### src/rtl/seg_pkg.sv
// Shared definitions for the 7-segment scan decoder: segment patterns (active low,
// bit6=a .. bit0=g), BCD codes, FSM states and a small one-hot helper.
package seg_pkg;

    localparam logic [6:0] SEG_0     = 7'b0000001;
    localparam logic [6:0] SEG_1     = 7'b1001111;
    localparam logic [6:0] SEG_2     = 7'b0010010;
    localparam logic [6:0] SEG_3     = 7'b0000110;
    localparam logic [6:0] SEG_4     = 7'b1001100;
    localparam logic [6:0] SEG_5     = 7'b0100100;
    localparam logic [6:0] SEG_6     = 7'b0100000;
    localparam logic [6:0] SEG_7     = 7'b0001111;
    localparam logic [6:0] SEG_8     = 7'b0000000;
    localparam logic [6:0] SEG_9     = 7'b0000100;
    localparam logic [6:0] SEG_BLANK = 7'h7F;

    localparam logic [3:0] BCD_BLANK   = 4'hF;
    localparam logic [3:0] BCD_ILLEGAL = 4'hE;

    typedef enum logic [1:0] {
        ST_WAIT,
        ST_SETTLE,
        ST_CAPTURE,
        ST_CHECK
    } state_t;

    function automatic logic is_one_hot(input logic [7:0] v);
        return (v != 8'd0) && ((v & (v - 8'd1)) == 8'd0);
    endfunction

    function automatic logic [2:0] onehot_index(input logic [7:0] v);
        logic [2:0] idx;
        idx = 3'd0;
        for (int i = 0; i < 8; i++) begin
            if (v[i]) idx = 3'(i);
        end
        return idx;
    endfunction

endpackage

### src/rtl/seg7_to_bcd.sv
// Combinational inverse of the 7-segment driver table: pattern -> BCD nibble,
// with blank mapped to 4'hF and any unknown pattern to 4'hE plus an illegal flag.
module seg7_to_bcd
    import seg_pkg::*;
(
    input  logic [6:0] i_seg,
    output logic [3:0] o_bcd,
    output logic       o_illegal
);

    always_comb begin
        // NOTE: both outputs get a default before the case so no latch is inferred.
        o_bcd     = BCD_ILLEGAL;
        o_illegal = 1'b0;
        case (i_seg)
            SEG_0:     o_bcd = 4'd0;
            SEG_1:     o_bcd = 4'd1;
            SEG_2:     o_bcd = 4'd2;
            SEG_3:     o_bcd = 4'd3;
            SEG_4:     o_bcd = 4'd4;
            SEG_5:     o_bcd = 4'd5;
            SEG_6:     o_bcd = 4'd6;
            SEG_7:     o_bcd = 4'd7;
            SEG_8:     o_bcd = 4'd8;
            SEG_9:     o_bcd = 4'd9;
            SEG_BLANK: o_bcd = BCD_BLANK;
            default:   o_illegal = 1'b1;
        endcase
    end

endmodule

### src/rtl/seg_scan_decoder.sv
// Watches a multiplexed active-low 7-segment scan bus and reassembles the eight
// digits into a 32-bit BCD frame with decimal-point position and health flags.
module seg_scan_decoder
    import seg_pkg::*;
#(
    parameter int SETTLE_CYC  = 4,
    parameter int TIMEOUT_CYC = 200000
) (
    input  logic        clk_50M,
    input  logic        rst_n,
    input  logic [6:0]  seg_in,
    input  logic        dp_in,
    input  logic [7:0]  an_in,
    output logic [31:0] all_data,
    output logic [2:0]  dp_pos,
    output logic        dp_valid,
    output logic        frame_valid,
    output logic        scan_lost,
    output logic        err
);

    localparam int TO_W = $clog2(TIMEOUT_CYC + 1);

    logic [6:0]       r_seg_s1, r_seg_s2;
    logic             r_dp_s1, r_dp_s2;
    logic [7:0]       r_an_s1, r_an_s2, r_an_prev;

    state_t           r_state, w_state_nxt;
    logic [3:0]       r_settle_cnt;
    logic [TO_W-1:0]  r_to_cnt;
    logic [7:0][3:0]  r_shadow;
    logic [7:0]       r_seen_mask;
    logic [1:0]       r_dp_cnt;
    logic [2:0]       r_dp_idx;
    logic [2:0]       r_cap_idx;

    logic [31:0]      r_all_data;
    logic [2:0]       r_dp_pos;
    logic             r_dp_valid, r_frame_valid, r_scan_lost, r_err;

    logic [7:0]       w_an_act;
    logic             w_an_change, w_settle_done, w_timeout, w_frame_done, w_err_nxt;
    logic [3:0]       w_bcd;
    logic             w_illegal;

    seg7_to_bcd u_dec (
        .i_seg     (r_seg_s2),
        .o_bcd     (w_bcd),
        .o_illegal (w_illegal)
    );

    assign w_an_act      = ~r_an_s2;
    assign w_an_change   = (r_an_s2 != r_an_prev);
    assign w_settle_done = (r_settle_cnt == 4'd0);
    assign w_timeout     = !w_an_change && (r_to_cnt == TO_W'(TIMEOUT_CYC - 1));
    assign w_frame_done  = (r_state == ST_CHECK) && (r_seen_mask == 8'hFF);

    // Synchronizers idle at "everything off" so reset release is not seen as a scan edge.
    always_ff @(posedge clk_50M or negedge rst_n) begin
        if (!rst_n) begin
            r_seg_s1  <= SEG_BLANK;
            r_seg_s2  <= SEG_BLANK;
            r_dp_s1   <= 1'b1;
            r_dp_s2   <= 1'b1;
            r_an_s1   <= 8'hFF;
            r_an_s2   <= 8'hFF;
            r_an_prev <= 8'hFF;
        end else begin
            // NOTE: non-blocking assignments make each stage take the previous stage's old value.
            r_seg_s1  <= seg_in;
            r_seg_s2  <= r_seg_s1;
            r_dp_s1   <= dp_in;
            r_dp_s2   <= r_dp_s1;
            r_an_s1   <= an_in;
            r_an_s2   <= r_an_s1;
            r_an_prev <= r_an_s2;
        end
    end

    always_ff @(posedge clk_50M or negedge rst_n) begin
        if (!rst_n) r_state <= ST_WAIT;
        else        r_state <= w_state_nxt;
    end

    always_comb begin
        w_state_nxt = r_state;
        w_err_nxt   = 1'b0;
        case (r_state)
            ST_WAIT: begin
                if (w_an_change) w_state_nxt = ST_SETTLE;
            end
            ST_SETTLE: begin
                if (!w_an_change && w_settle_done) begin
                    if (w_an_act == 8'd0) begin
                        w_state_nxt = ST_WAIT;
                    end else if (!is_one_hot(w_an_act)) begin
                        w_err_nxt   = 1'b1;
                        w_state_nxt = ST_WAIT;
                    end else begin
                        w_state_nxt = ST_CAPTURE;
                    end
                end
            end
            ST_CAPTURE: begin
                w_err_nxt   = w_illegal;
                w_state_nxt = ST_CHECK;
            end
            ST_CHECK: begin
                w_err_nxt   = w_frame_done && (r_dp_cnt >= 2'd2);
                w_state_nxt = ST_WAIT;
            end
            default: w_state_nxt = ST_WAIT;
        endcase
        if (w_timeout && !w_frame_done) w_state_nxt = ST_WAIT;
    end

    // The shadow is reset to blank so a discarded partial frame can never leak out.
    always_ff @(posedge clk_50M or negedge rst_n) begin
        if (!rst_n) begin
            r_settle_cnt  <= 4'd0;
            r_to_cnt      <= '0;
            r_shadow      <= {8{BCD_BLANK}};
            r_seen_mask   <= 8'd0;
            r_dp_cnt      <= 2'd0;
            r_dp_idx      <= 3'd0;
            r_cap_idx     <= 3'd0;
            r_all_data    <= 32'hFFFF_FFFF;
            r_dp_pos      <= 3'd0;
            r_dp_valid    <= 1'b0;
            r_frame_valid <= 1'b0;
            r_scan_lost   <= 1'b0;
            r_err         <= 1'b0;
        end else begin
            r_frame_valid <= 1'b0;
            r_err         <= w_err_nxt;

            if (w_an_change)
                r_settle_cnt <= 4'(SETTLE_CYC - 1);
            else if (r_state == ST_SETTLE && !w_settle_done)
                r_settle_cnt <= r_settle_cnt - 4'd1;

            if (w_an_change || w_timeout) r_to_cnt <= '0;
            else                          r_to_cnt <= r_to_cnt + 1'b1;

            if (r_state == ST_SETTLE && w_settle_done)
                r_cap_idx <= onehot_index(w_an_act);

            if (r_state == ST_CAPTURE) begin
                r_shadow[r_cap_idx]    <= w_bcd;
                r_seen_mask[r_cap_idx] <= 1'b1;
                // A repeated digit may refresh its slot but must not inflate the dp count.
                if (!r_dp_s2 && !r_seen_mask[r_cap_idx]) begin
                    r_dp_idx <= r_cap_idx;
                    if (r_dp_cnt != 2'd2) r_dp_cnt <= r_dp_cnt + 2'd1;
                end
            end

            if (w_frame_done) begin
                r_all_data    <= r_shadow;
                r_dp_valid    <= (r_dp_cnt == 2'd1);
                r_dp_pos      <= r_dp_idx;
                r_frame_valid <= 1'b1;
                r_seen_mask   <= 8'd0;
                r_dp_cnt      <= 2'd0;
                r_scan_lost   <= 1'b0;
            end else if (w_timeout) begin
                r_scan_lost   <= 1'b1;
                r_seen_mask   <= 8'd0;
                r_dp_cnt      <= 2'd0;
            end
        end
    end

    assign all_data    = r_all_data;
    assign dp_pos      = r_dp_pos;
    assign dp_valid    = r_dp_valid;
    assign frame_valid = r_frame_valid;
    assign scan_lost   = r_scan_lost;
    assign err         = r_err;

endmodule

### config.mk
export PLATFORM = sky130hd
export DESIGN_NAME = seg_scan_decoder
export DESIGN_NICKNAME = d
export VERILOG_FILES = /design/src/rtl/seg_pkg.sv /design/src/rtl/seg7_to_bcd.sv /design/src/rtl/seg_scan_decoder.sv
export SDC_FILE = /design/constraint.sdc
export NUM_CORES = 1
export LEC_CHECK = 0
export ABC_AREA = 1
export CAP_MARGIN = 20
export CELL_PAD_IN_SITES_DETAIL_PLACEMENT = 0
export CELL_PAD_IN_SITES_GLOBAL_PLACEMENT = 1
export CORE_MARGIN = 8
export CORE_UTILIZATION = 40
export CTS_CLUSTER_SIZE = 10
export DETAILED_ROUTE_END_ITERATION = 8
export GPL_ROUTABILITY_DRIVEN = 0
export PLACE_DENSITY = 0.8
export SYNTH_ARGS = -nofsm -noshare
export SYNTH_HDL_FRONTEND = slang
export SYNTH_SLANG_ARGS = --single-unit
### constraint.sdc
create_clock -name clk_50M -period 1.7 [get_ports clk_50M]
set_input_delay 0.51 -clock clk_50M [delete_from_list [all_inputs] [get_ports clk_50M]]
set_output_delay 0.51 -clock clk_50M [all_outputs]
set_load 0.05 [all_outputs]
==> results of run 1 <==
registers in the layout (all words and copies together), names as in the netlist:
register and flops:
all_data 32, r_shadow 32, r_to_cnt 18, r_an_prev 8, r_an_s1 8, r_an_s2 8, r_seen_mask 8, r_seg_s1 7
r_seg_s2 7, r_settle_cnt 4, dp_pos 3, r_cap_idx 3, r_dp_idx 3, r_dp_cnt 2, r_state 2, dp_valid 1
err 1, frame_valid 1, r_dp_s1 1, r_dp_s2 1, scan_lost 1
cells in the mapped netlist, types with 2 or more instances:
| master | n |
|---|---|
| inv_2 | 6 |
| a31oi_1 | 2 |
| o21ai_0 | 31 |
| ha_1 | 4 |
| nand2_2 | 8 |
| nor3_2 | 2 |
| nor2_1 | 69 |
| inv_1 | 92 |
| nand2_1 | 287 |
| nor3b_1 | 3 |
| nand3_1 | 21 |
| buf_2 | 4 |
| xnor2_1 | 3 |
| nor3_1 | 14 |
| nor2_4 | 2 |
| nand4_1 | 12 |
| dfstp_2 | 104 |
| xor2_1 | 4 |
| clkbuf_1 | 5 |
| a21oi_1 | 14 |
| nor2_2 | 11 |
| dfrtp_1 | 47 |
where the power goes:
| group | internal, µW | leakage [µW] | total [µW] | switching [µW] |
|---|---|---|---|---|
| Clock | 2170 | 0.000288 | 3610 | 1430 |
| Combinational | 107 | 0.00201 | 288 | 181 |
| Sequential | 3690 | 0.00172 | 3720 | 31.2 |
| Total | 5970 | 0.00402 | 7620 | 1650 |
per-layer routing:
metal  vias to the layer above  wire [µm]  share of wire  track usage
met4                         0        238          0.017      0.05368
li1                       2514          -              -            -
met3                        21        646          0.046      0.04214
met2                        86       7039           0.50       0.2496
met5                         -          0              0            0
met1                      2405       6051           0.43       0.1694
metrics by stage:
stage | util | TNS (ns) | hold slack (ns) | total power, µW | cell area, µm²
after CTS | 0.5330 | 0 | 0.2514 | 7690 | 8497
after global placement | 0.4965 | 0 | 0.3463 | 4025 | 7915
after floorplan | - | 0 | 0.2144 | 3871 | 6546
after global routing | 0.5472 | -0.4747 | 0.2844 | 7900 | 8723
final | 0.5472 | 0 | 0.2562 | 7617 | 8723
after detailed placement | 0.4965 | 0 | 0.3478 | 4038 | 7915
worst min-delay path by stage:
stage                                        end                 start  depth (start not counted)
after floorplan            dp_pos[0]$_DFFE_PN0P_                 rst_n                          0
after global placement      r_an_s2[2]$_DFF_PN1_  r_an_s1[2]$_DFF_PN1_                          0
after detailed placement    r_an_s2[0]$_DFF_PN1_  r_an_s1[0]$_DFF_PN1_                          0
after CTS                   r_an_s2[3]$_DFF_PN1_                 rst_n                          1
after global routing      r_an_prev[6]$_DFF_PN1_                 rst_n                          1
final                       r_an_s2[2]$_DFF_PN1_                 rst_n                          1
cells by family after synthesis:
| family | Yosys count | share of synthesized area |
|---|---|---|
| AOI/OAI and AO/OA | 50 | 0.03937 |
| xor gates and xnor gates | 7 | 0.009366 |
| adders and majority gates | 4 | 0.007646 |
| buffers and inverters | 108 | 0.06441 |
| DFF | 151 | 0.5971 |
| and+or+nand+nor | 435 | 0.2821 |
timing repair:
item	CTS	global route
buffers inserted	0	7
resized for setup	1	42
gates cloned	0	1
hold endpoints to repair	0	0
hold buffers	0	0
setup endpoints to repair	2	59
pin swaps	0	9
cell type report:
cell class	instances	area [µm²]	share of cell area
Tap cell	216	270.3	0.03098
Inverter	98	367.9	0.04217
Multi-Input combinational cell	497	2396	0.2747
Sequential cell	151	3909	0.4481
Timing Repair Buffer	84	1204	0.1380
Clock buffer	21	481.7	0.05522
Clock inverter	11	95.09	0.01090
==> out/qor.yml, run 1 <==
status:
  run_status: "completed"
route:
  drt_pass1_iterations: 4
  drtAntennaViolNets: 0
  vias: 5026
  avgViaCountPerCell: 4.662
  drc: 0
  wl_um: 13980
  wire_per_inst_um: 12.96
  drt_iter0_drc: 251
cts:
  numCtsBuffers: 17
  root_buffer: "clkbuf_16"
  insertion_delay_ns: 0.42
  cts_tree: "built"
  cts_buffer_depth: 2
  clk_pin_slew_ns: 0.06
  clkSinkCount: 151
  cts_max_level: 4
floorplanning:
  ios: 57
  chipWidth_um: 143.9
  start_util: 0.4106
  die_h_um: 143.9
  placementRows: 46
  design.core.area_um2: 15940
  dieArea_um2: 20720
setup_path:
  path_max_fanout: 2
  crit_buf_inv: 1
  reg2reg_depth: 8
  end_kind: "output pin"
  path_depth: 1
  path_class: "flip-flop to output pin"
  startpoint: "all_data[16]$_DFFE_PN1P_"
  cp_slowest_cell: "dfstp_2"
  rr_endpoint: "r_to_cnt[2]$_DFF_PN0_"
  critPathRequiredTime_ns: 1.19
  max_stage_delay_ns: 0.56
  crit_chain: "buf_12"
  reg2reg_slack_ns: 0.07
  r2r_start: "r_to_cnt[1]$_DFF_PN0_"
  setup.worst_path.end: "all_data[16]"
  crit_path_start_kind: "flip-flop"
  crit_family: "flip-flops"
  worstPathArrival_ns: 1.12
placed_design:
  pre_cts_slack_ns: 0.004030
  hpwlAfterDp_um: 9924
  numPortBuffers: 56
  dp.cells: 1038
synthesis:
  synth-seq-area-share: 0.5971
  netlist_area_um2: 6546
  synth_top_area_frac: 0.4174
  yosys-top-cells-area: "dfstp_2, dfrtp_1, nand2_1"
  synth_area_leader_cell: "dfstp_2"
  synth_edf_count: 0
  ys_ff_latch: 151
  syn_inst: 755
  async_flop_share: 1.000
  yosysWarnings: 0
  synth_cell_types: 32
  syn_nets: 777
  avgSynthCellArea_um2: 8.671
  synthFlopType: "dfstp_2"
grt:
  grt_pass1_wl_um: 23850
  grt_start_max_net_pins: 42
  grt_pass1_vias: 5142
  grt-ovfl-total: 0
  grt.total_usage: 0.1456
  antenna_found_initial: 0
timing:
  max_freq_mhz: 613.6
  setup_viol: 0
  hold_viol: 0
  layout_min_cycle_time_ns: 1.630
  finalCritPeriodShare: 0.9586
  grt_setup_unrepaired: "yes"
  clock-skew-final_ns: 0.01106
  max-slew-margin-rel: 0.6734
  slew_violations: 0
  layout_setup_ws_ns: 0.07037
  worst_slew_pin_slew_ns: 0.4861
power_and_ir_drop:
  p_per_area_nw_per_um2: 873.2
  ir_drop_mv: 0.7521
  p_leak_uw: 0.004019
layout:
  diodes: 0
  layout_common_cells: "nand2_1, dfstp_2, inv_1, nor2_1, dfrtp_1"
  finalNonFillerCells: 1078
  fin_nets: 871
  area_growth_pct: 33.26
  fill_cells: 1450
  drive_gt1_frac: 0.3121
  final_common_cell: "nand2_1"
hold_path:
  min_path_type: "input port to asynchronous set/reset pin"
flow_run:
  drv_cap: 0
Note: power is estimated with default switching activity, not from simulation.
==> inputs of run 2 (changes only) <==
--- a/config.mk
+++ b/config.mk
@@ -9,12 +9,13 @@
 export CAP_MARGIN = 20
 export CELL_PAD_IN_SITES_DETAIL_PLACEMENT = 0
 export CELL_PAD_IN_SITES_GLOBAL_PLACEMENT = 1
+export CORE_ASPECT_RATIO = 0.9
 export CORE_MARGIN = 8
-export CORE_UTILIZATION = 40
+export CORE_UTILIZATION = 44
 export CTS_CLUSTER_SIZE = 10
 export DETAILED_ROUTE_END_ITERATION = 8
 export GPL_ROUTABILITY_DRIVEN = 0
-export PLACE_DENSITY = 0.8
+export PLACE_DENSITY = 0.87
 export SYNTH_ARGS = -nofsm -noshare
 export SYNTH_HDL_FRONTEND = slang
 export SYNTH_SLANG_ARGS = --single-unit
==> run 2 against run 1 <==
Net effect:
- first-iteration DRC count increased by 16%
- clock skew decreased by 0.0022 ns
- critical path depth unchanged
- critical endpoint is now all_data[4]
- clock power increased by 16%
- sequential power about the same
==> out/qor.yml, run 2 (same netlist as run 1, synthesis figures left out) <==
setup_path:
  max_stage_delay_ns: 0.58
  crit_chain: "buf_12"
  crit_buf_inv: 1
  path_max_fanout: 2
  path_class: "flip-flop to output pin"
  crit_family: "flip-flops"
  startpoint: "all_data[4]$_DFFE_PN1P_"
  rr_endpoint: "r_shadow[6]$_DFFE_PN1P_"
  worstPathArrival_ns: 1.15
  critPathRequiredTime_ns: 1.19
  r2r_start: "r_seg_s2[4]$_DFF_PN1_"
  reg2reg_depth: 10
  cp_slowest_cell: "dfstp_2"
  end_kind: "output pin"
  reg2reg_slack_ns: 0.06
  crit_path_start_kind: "flip-flop"
timing:
  layout_min_cycle_time_ns: 1.664
  setup_viol: 0
  finalCritPeriodShare: 0.9791
  max-slew-margin-rel: 0.6979
  worst_slew_pin_slew_ns: 0.4497
  grt_setup_unrepaired: "yes"
  hold_viol: 0
  tns_ns: 0
  whs_ns: 0.3543
  slew_violations: 0
  max_freq_mhz: 600.8
  clock-skew-final_ns: 0.008860
layout:
  area_growth_pct: 33.26
  finalNonFillerCells: 1055
  layout_common_cells: "nand2_1, dfstp_2, inv_1, nor2_1, dfrtp_1"
  fill_cells: 1258
  fin_nets: 866
  diodes: 0
  final_common_cell: "nand2_1"
  drive_gt1_frac: 0.2999
route:
  avgViaCountPerCell: 4.749
  drtAntennaViolNets: 0
  wire_per_inst_um: 13.08
  drt_iter0_drc: 290
  drc: 0
  drt_pass1_iterations: 7
  wl_um: 13800
  vias: 5010
grt:
  antenna_found_initial: 0
  grt_pass1_vias: 5035
  use_met2: 0.2423
  met3_usage: 0.05141
  grt_start_max_net_pins: 47
  use_met1: 0.1900
  grt_busiest_layer: "met2"
  grt_pass1_wl_um: 23200
  grt-ovfl-total: 0
  grt.total_usage: 0.1531
cts:
  insertion_delay_ns: 0.42
  cts_tree: "built"
  cts_max_level: 4
  clkSinkCount: 151
  numCtsBuffers: 17
  cts_buffer_depth: 2
  clk_pin_slew_ns: 0.06
  root_buffer: "clkbuf_16"
placed_design:
  numPortBuffers: 56
  hpwlAfterDp_um: 9887
  dp.cells: 1019
floorplanning:
  placementRows: 42
  design.core.area_um2: 14610
  chipWidth_um: 144.6
  die_h_um: 131.7
  ios: 57
  start_util: 0.4481
  dieArea_um2: 19040
hold_path:
  hold-path-cell-count: 0
  min_path_type: "flip-flop to flip-flop"
  hold_start: "r_an_s1[3]$_DFF_PN1_"
  holdPathEnd: "r_an_s2[3]$_DFF_PN1_"
status:
  run_status: "completed"
flow_run:
  drv_cap: 0
power_and_ir_drop:
  ir_drop_mv: 0.6329
  p_leak_uw: 0.004023
  p_per_area_nw_per_um2: 938.5
==> run 2: cell types whose count changed in the layout (fill, tap and decap cells not counted), moves of 3 or more <==
cell        delta
buf_4          -5
bufinv_16      +4
clkinv_2       -4
clkinvlp_4     +3
==> run 2: worst max path at each step <==
| stage | endpoint | slack, ns | cells after the start |
|---|---|---|---|
| final | all_data[4] | 0.04 | 1 |
| after global routing | r_shadow[22]$_DFFE_PN1P_ | -0.04 | 10 |
| after CTS | all_data[12] | 0.02 | 1 |
| after detailed placement | r_to_cnt[3]$_DFF_PN0_ | 0.03 | 8 |
| after global placement | r_seen_mask[5]$_DFFE_PN0P_ | 0.09 | 9 |
| after floorplan | r_to_cnt[6]$_DFF_PN0_ | 0.14 | 9 |
==> run 2: final cells by class <==
cell class | count | area [µm²] | area share
sequential | 151 | 3909 | 0.4481
multi-input combinational | 496 | 2349 | 0.2692
timing repair buffer | 80 | 1176 | 0.1348
clock buffer | 21 | 480.5 | 0.05508
inverter | 98 | 367.9 | 0.04217
tap | 198 | 247.7 | 0.02840
clock inverter | 11 | 193.9 | 0.02223
==> run 2: report_power, final <==
part / switching [µW] / internal, µW
sequential: 32.2 / 3690
clock: 1440 / 2760
combinational: 172 / 94.7
total: 1640 / 6550
==> run 2: per-layer routing <==
metal	part of all wire	routed length [µm]	up-vias
met5	0	0	-
met4	0.016	215	0
met3	0.049	676	18
met2	0.48	6668	103
met1	0.45	6235	2385
li1	-	-	2504
==> run 2: what timing repair did <==
action	4_1_cts	5_1_grt
setup buffers	0	3
hold buffers	1	0
resized for setup	0	32
hold endpoints to repair	12	0
endpoints found under the setup margin	0	58
==> run 2: through the flow <==
| stage | setup slack, ns | area (µm²) | power [µW] | utilization |
|---|---|---|---|---|
| finish | 0.03561 | 8723 | 8187 | 0.5971 |
| global route | -0.03960 | 8723 | 8501 | 0.5971 |
| CTS | 0.01585 | 8569 | 8270 | 0.5866 |
| detailed placement | 0.03146 | 7885 | 4033 | 0.5397 |
| floorplan | 0.1425 | 6546 | 3871 | - |
| global placement | 0.08862 | 7885 | 4020 | 0.5397 |
